==> src/rtl/sort8_drain.sv <==
// Ping-pong drain buffer: captures one 8-word sorted vector per handshake and streams it as 8 serial beats.
// Define SORT8_DRAIN_DESC_EN to emit elements in descending index order (y7 first).
module sort8_drain #(
    parameter int W = 8
) (
    input  logic         clk,
    input  logic         rst,
    input  logic         in_valid,
    output logic         in_ready,
    input  logic [W-1:0] y0,
    input  logic [W-1:0] y1,
    input  logic [W-1:0] y2,
    input  logic [W-1:0] y3,
    input  logic [W-1:0] y4,
    input  logic [W-1:0] y5,
    input  logic [W-1:0] y6,
    input  logic [W-1:0] y7,
    output logic         out_valid,
    input  logic         out_ready,
    output logic [W-1:0] out_data,
    output logic [2:0]   out_idx,
    output logic         out_last
);

    // state | meaning
    // EMPTY | no slot holds a vector
    // ONE   | one slot full (draining), capture slot free
    // TWO   | both slots full, capture blocked
    typedef enum logic [1:0] {EMPTY, ONE, TWO} state_t;

    state_t         state_q, state_d;
    logic [W-1:0]   slot_q [2][8];
    logic [W-1:0]   slot_d [2][8];
    logic [1:0]     full_q, full_d;
    logic           wr_sel_q, wr_sel_d;
    logic           rd_sel_q, rd_sel_d;
    logic [2:0]     cnt_q, cnt_d;

    logic [W-1:0]   in_vec [8];
    logic           capture;
    logic           xfer;
    logic           last_xfer;
    logic [2:0]     k;

    always_comb begin
        in_vec[0] = y0;
        in_vec[1] = y1;
        in_vec[2] = y2;
        in_vec[3] = y3;
        in_vec[4] = y4;
        in_vec[5] = y5;
        in_vec[6] = y6;
        in_vec[7] = y7;
    end

`ifdef SORT8_DRAIN_DESC_EN
    assign k = 3'd7 - cnt_q;
`else
    assign k = cnt_q;
`endif

    // in_ready comes from registered state only, so out_ready never reaches it combinationally
    assign in_ready  = (state_q != TWO);
    assign capture   = in_valid && in_ready;
    assign out_valid = full_q[rd_sel_q];
    assign xfer      = out_valid && out_ready;
    assign last_xfer = xfer && (cnt_q == 3'd7);

    always_comb begin
        out_data = '0;
        out_idx  = 3'd0;
        out_last = 1'b0;
        if (out_valid) begin
            out_data = slot_q[rd_sel_q][k];
            out_idx  = k;
            out_last = (cnt_q == 3'd7);
        end
    end

    always_comb begin
        slot_d   = slot_q;
        full_d   = full_q;
        wr_sel_d = wr_sel_q;
        rd_sel_d = rd_sel_q;
        cnt_d    = cnt_q;
        state_d  = state_q;

        // The capture slot and the draining slot never coincide while the drain slot is full
        if (capture) begin
            for (int i = 0; i < 8; i++) begin
                slot_d[wr_sel_q][i] = in_vec[i];
            end
            full_d[wr_sel_q] = 1'b1;
            wr_sel_d         = ~wr_sel_q;
        end

        if (xfer) begin
            cnt_d = cnt_q + 3'd1;
            if (last_xfer) begin
                full_d[rd_sel_q] = 1'b0;
                rd_sel_d         = ~rd_sel_q;
            end
        end

        case (state_q)
            EMPTY: if (capture) state_d = ONE;
            ONE: begin
                if (capture && !last_xfer)      state_d = TWO;
                else if (!capture && last_xfer) state_d = EMPTY;
            end
            TWO:     if (last_xfer) state_d = ONE;
            default: state_d = EMPTY;
        endcase
    end

    always_ff @(posedge clk or negedge rst) begin
        if (!rst) begin
            state_q  <= EMPTY;
            full_q   <= 2'b00;
            wr_sel_q <= 1'b0;
            rd_sel_q <= 1'b0;
            cnt_q    <= 3'd0;
            for (int s = 0; s < 2; s++) begin
                for (int i = 0; i < 8; i++) begin
                    slot_q[s][i] <= '0;
                end
            end
        end else begin
            state_q  <= state_d;
            full_q   <= full_d;
            wr_sel_q <= wr_sel_d;
            rd_sel_q <= rd_sel_d;
            cnt_q    <= cnt_d;
            slot_q   <= slot_d;
        end
    end

endmodule
==> config.mk <==
export PLATFORM = sky130hd
export DESIGN_NAME = sort8_drain
export DESIGN_NICKNAME = d
export VERILOG_FILES = /design/src/rtl/sort8_drain.sv
export SDC_FILE = /design/constraint.sdc
export NUM_CORES = 1
export LEC_CHECK = 0
export ABC_AREA = 1
export BUFFER_PORTS_ARGS = -buffer_cell sky130_fd_sc_hd__buf_4
export CAP_MARGIN = 15
export CORE_MARGIN = 5
export CORE_UTILIZATION = 25
export DETAILED_ROUTE_END_ITERATION = 16
export GPL_TIMING_DRIVEN = 0
export MAX_ROUTING_LAYER = met4
export SYNTH_ARGS = -nofsm -noshare
export SYNTH_HDL_FRONTEND = slang
export SYNTH_SLANG_ARGS = --single-unit
export TNS_END_PERCENT = 100
==> constraint.sdc <==
create_clock -name clk -period 1.4 [get_ports clk]
set_clock_uncertainty 0.2 [all_clocks]
set_input_delay 0.21 -clock clk [delete_from_list [all_inputs] [get_ports clk]]
set_output_delay 0.21 -clock clk [all_outputs]
set_load 0.01 [all_outputs]
# Yosys cells after proc, flatten, opt, wreduce, memory -nomap -nowiden
# Index checks and enable logic that the tools add are counted.
classes:
  n_reduce_logical: 13
  n_mux: 47
  order_cmp: 8
  eq_ne: 7
  bitwise_logic: 8
  add_sub_neg: 1
ops:
  columns: ["operator", "n"]
  rows:
  - ["bitwise mux 128 bit", 8]
  - ["demux 64 bit (select 1 bit)", 8]
  - ["2-to-1 mux 64 bit", 4]
  - ["2-to-1 mux 56 bit", 1]
  - ["2-to-1 mux 48 bit", 1]
  - ["2-to-1 mux 40 bit", 1]
  - ["2-to-1 mux 32 bit", 1]
  - ["2-to-1 mux 8 bit", 4]
  - ["binary-select mux 8 bit (select 3 bit)", 1]
  - ["2-to-1 mux 24 bit", 1]
  - ["2-to-1 mux 16 bit", 1]
  - ["2-to-1 mux 2 bit", 7]
  - ["logical AND 1 bit", 8]
  - ["!= test 2 bit, second input constant", 3]
  - ["one-hot mux 2 bit (3 select lines)", 1]
  - ["2-to-1 mux 1 bit", 5]
  - [">= comparator 2 bit, second input constant", 2]
  - [">= comparator 4 bit, second input constant", 1]
  - ["< comparator 1 x 2 -> 1 bit, second input constant", 2]
  - ["inverter 1 -> 2 bit", 2]
  - ["inverter 3 -> 4 bit", 1]
  - ["adder 3 x 1 -> 3 bit, second input constant", 1]
  - ["== test 3 bit, second input constant", 1]
  - ["2-to-1 mux 3 bit", 1]
  - ["14 further kinds", 18]
word_totals:
  elab_cells: 105
  out_inout_bits: 14
  in_bits: 68
  regBits: 137

# Logic depth before layout (Yosys ltp)
depth:
  word_depth: 13
  ltp_mapped: 10
  mapped_depth_nobuf: 10

# Least setup slack after synthesis
# Ideal clock, no wire load.
synth_timing:
  path_kind: "flip-flop to output port"
  start: "reg rd_sel_q"
  end: "out out_data[1]"
  arrival_ns: 1.259
  required_time_ns: 0.990
  path_stages_with_launch: 9
  path_buffers: 1
  setup_slack_ns: -0.269
  cell_sequence: "dfrtp_1 -> inv_2 -> clkbuf_1 -> nand2_1 -> nand2_1 -> nand2_1 -> nand3_1 -> nand3_1 -> a21oi_1"
synth_between:
  elab_chain_cells: 8
  elab_cells_between_ends: 10
  cone_classes: "mux: 9; bitwise: 1"
synth_rtl:
  columns: ["item", "line_no", "source"]
  rows:
  - ["from (decl)", "36", "logic rd_sel_q, rd_sel_d;"]
  - ["from (signal assigned)", "132", "rd_sel_q <= rd_sel_d;"]
  - ["inverter 1 -> 2 bit (not written as such)", "74", "out_data = slot_q[rd_sel_q][k];"]
  - ["2-to-1 mux 64 bit (not written as such) (3 in a row)", "74", null]
  - ["binary-select mux 8 bit (select 3 bit)", "74", null]
  - ["2-to-1 mux 8 bit (not written as such) (2 in a row)", "74", null]
  - ["2-to-1 mux 8 bit (*)", "73", "if (out_valid) begin"]
  - ["to (decl)", "20", "output logic [W-1:0] out_data,"]
# Every way passes the cells marked *; elsewhere a longest branch is shown, timed or not. The select of a mux whose other input is x is not followed.

# Final worst setup path
layout_timing:
  start: "reg rd_sel_q"
  end: "out out_data[5]"
# Same word-level chain as after synthesis.

==> metrics.cfg <==
[critical_path]
critPathLaunchType=flip-flop
path_cells=clkinv_4, clkbuf_16, buf_8, nand2_1, nand3_2, nand3_2, nand3_2, a21oi_4, buf_6
crit_slowest_cell=sky130_fd_sc_hd__dfrtp_2
worst_setup_path_startpoint=rd_sel_q
setup.reg_to_reg.worst_slack_ns=-0.52
critical-path-top-cell-by-count=sky130_fd_sc_hd__nand3_2
worstSetupEndpoint=out_data[5]
r2r_path_end=state_q[0]
crit_family=buffers and inverters
critPathRequiredTime_ns=0.99
path_max_fanout=10
critPathArrivalTime_ns=2.06
timing_worst_setup_path_type=flip-flop to primary output
r2r_cells=14
critical_path_cell_count=9
r2r-start=rd_sel_q
endpoint_kind=primary output
critPathMaxStageDelay_ns=0.44
cp.buffers_inverters=4

[yosys]
yosys_register_bits=137
xor_xnor_portion_of_the_synthesized_cell_area_pct=0.266
synth_simple_gate_area_share_pct=26.1
synthAdderAreaFrac_pct=0.381
netlist-cell-type-count=20
synth-seq-area-share_pct=52.1
synth_top_family_by_area=simple AND/OR/NAND/NOR gates
yosys_warnings=0
muxShareOfSynthArea_pct=0
syn_nets=942
synth_compound_area_share_pct=10.8
post_synth.cell_area_avg_sq_um=7.54
total_standard_cell_area_after_synthesis_sq_um=6580
netlist_instances=872

[detailed_routing]
number_of_drc_violations_after_detailed_routing_iteration_0=480
number_of_antenna_violating_nets_in_the_routed_design=0
drtPass1Iterations=5
routed_wl_mm=25.7
vias=6873
route.detailed.vias_per_inst=4.75
detail_route.wl_per_cell_um=17.8
route.detailed.drc=0

[job]
max_cap_violations=0

[timing]
unrepaired_setup_endpoints_after_global_routing=yes
finalHoldViolCount=0
timing.final.ws_setup_ns=-1.07
final-max-slew-violation-count=0
setup_viol=150
fmaxAchievable_mhz=405
max_slew.worst_pin.slew_ns=0.430
maxSlewHeadroom_pct=71.3
hold_ws_ns=0.0702
post-route-period-util_pct=176
final.min_clock_period_ns=2.47

[clock_network]
clkSlewWorstSetupHoldPaths_ns=0.06
clk_path_buf_depth=2
clkLatencyLatePin_ns=0.43
clock_sinks=137
cts_inserted_buffers=17
clock_tree_from_tritoncts=built
root_buffer=sky130_fd_sc_hd__clkbuf_16
htree_levels=4

[place]
place_inst=1289
dpl-instance-area_sq_um=7820
gpl.final_weighted_congestion=0.901
worst_slack_at_placement_ns=-0.928
hpwl_mm=15.2
numPortBuffers=81

[pwr]
intPower_mw=16.9
share_comb_of_total_power_pct=60.0
power.net_switching_mw=12.4
power.switching_fraction_pct=42.3
leakage_nw=5.78
p_total_mw=29.3
power_per_cell_area_nw_per_um2=2480
pwr-share-seq_pct=24.0
vdd_drop_max_v=0.00137
clkPwrFrac_pct=16.0

[global_route]
groute.usage.overall_pct=17.0
grt_overflow=0
grt_antenna_before_repair=0
maximum_number_of_pins_on_one_net_before_global_route_repair=81
wire_length_of_the_first_global_routing_pass_mm=37.0
first_global_vias=6688

[floorplanning]
die_area_sq_um=29600
initial_core_utilization_pct=25.3
placement_rows=59
die_h_um=172
floorplan.die.width_um=172
top_level_ports=82
area_of_the_placeable_core_sq_um=26000

[final_layout]
antenna-diode-count=0
final_layout_size_suffix_gt1_share_pct=46.0
layout_commonest_cell=sky130_fd_sc_hd__nand2_1
final_cell_count_no_fill=1447
fillers=2403
nets=1169
most_frequent_cells_in_the_layout=215 x sky130_fd_sc_hd__nand2_1, 136 x sky130_fd_sc_hd__dfrtp_1, 101 x sky130_fd_sc_hd__inv_1
syn2layout_area_growth_pct=79.5
finalInstanceArea_sq_um=11800

[run_status]
outcome=finished, violations left
violations=setup timing

[min_path]
hold_wc_path_type=input port to asynchronous set/reset pin

-- repair_timing --
| item | CTS | global route |
|---|---|---|
| hold buffers | 67 | 0 |
| buffers inserted | 26 | 14 |
| hold endpoints to repair | 194 | 0 |
| cloned | 22 | 7 |
| endpoints found under the setup margin | 150 | 231 |
| gates resized for setup | 301 | 317 |
| pin swaps | 9 | 20 |
-- layer usage --
layer / track usage [%] / part of all wire, %
met4: 5.74 / 2.3
met1: 22.3 / 42
met5: - / 0
met2: 26.0 / 49
met3: 3.98 / 6.9
-- worst min path at each step --
stage	from	to	slack, ns	depth (start not counted)
CTS	rst	slot_q[77]	0.14	2
detailed placement	rst	slot_q[55]	0.03	1
global placement	y6[1]	slot_q[73]	0.23	3
global route	rst	slot_q[77]	0.10	2
finish	rst	slot_q[77]	0.07	2
floorplan	rst	cnt_q[0]	-0.29	0
-- power groups by stage --
stage                     Clock [mW]  Sequential (mW)  Combinational (mW)
final                           4.69             7.02                17.6
after global routing            4.89             7.22                18.7
after CTS                       4.73             6.72                13.9
after floorplan                    0             6.51                6.59
after detailed placement           0             6.69                10.0
after global placement             0             6.64                9.91
-- stage by stage --
stage	util [%]	TNS, ns
3_3_place_gp	30.0	-121.81
2_1_floorplan	-	-1.58
3_5_place_dp	30.1	-33.28
5_1_grt	45.4	-44.32
6_report	45.4	-37.40
4_1_cts	40.8	-34.25
-- layout make-up --
| type | instances | area [sq um] | area share (%) |
|---|---|---|---|
| multi-input cells | 571 | 3760 | 31.9 |
| inverters | 110 | 440 | 3.73 |
| clock inverters | 12 | 148 | 1.25 |
| well taps | 335 | 419 | 3.55 |
| clock buffers | 20 | 467 | 3.95 |
| repair buffers | 211 | 2380 | 20.2 |
| plain buffers | 51 | 758 | 6.42 |
| flip-flops and latches | 137 | 3430 | 29.0 |
-- sequential cells by signal (all words and copies together), names as in the netlist --
register  flops
state_q       2
slot_q      128
cnt_q         3
full_q        2
rd_sel_q      1
wr_sel_q      1
-- synthesized netlist by cell type (all sizes together) --
master	number	area share [%]
nand3	84	6.4
o22ai	2	0.19
buf	40	3.3
a21oi	11	0.84
dfrtp	137	52
nor2	8	0.57
clkbuf	14	0.80
o21ai	128	9.7
inv	107	6.1
nand2	334	19
ha	2	0.38
xor2	2	0.27
clkinv	3	0.17
-- worst reg2reg max path: stages, from the launching register on --
cell	delay, ns
sky130_fd_sc_hd__dfrtp_2	0.46
sky130_fd_sc_hd__clkinv_4	0.10
sky130_fd_sc_hd__buf_4	0.12
sky130_fd_sc_hd__nand2_4	0.04
sky130_fd_sc_hd__nand2_4	0.09
sky130_fd_sc_hd__clkinv_4	0.08
sky130_fd_sc_hd__buf_6	0.12
sky130_fd_sc_hd__nor2_4	0.12
sky130_fd_sc_hd__buf_4	0.12
sky130_fd_sc_hd__buf_6	0.09
sky130_fd_sc_hd__nand3_2	0.06
sky130_fd_sc_hd__nand2_1	0.06
sky130_fd_sc_hd__nand2_1	0.04
sky130_fd_sc_hd__nand2_1	0.06
sky130_fd_sc_hd__inv_1	0.04
-- logic make-up after synthesis --
| kind of cell | after synthesis |
|---|---|
| AO/OA/AOI/OAI | 141 |
| XOR/XNOR | 2 |
| adder cells (fa/ha/maj) | 2 |
| buffers and inverters | 164 |
| flip-flops | 137 |
| AND/OR/NAND/NOR | 426 |
(Power assumes the default switching activity.)
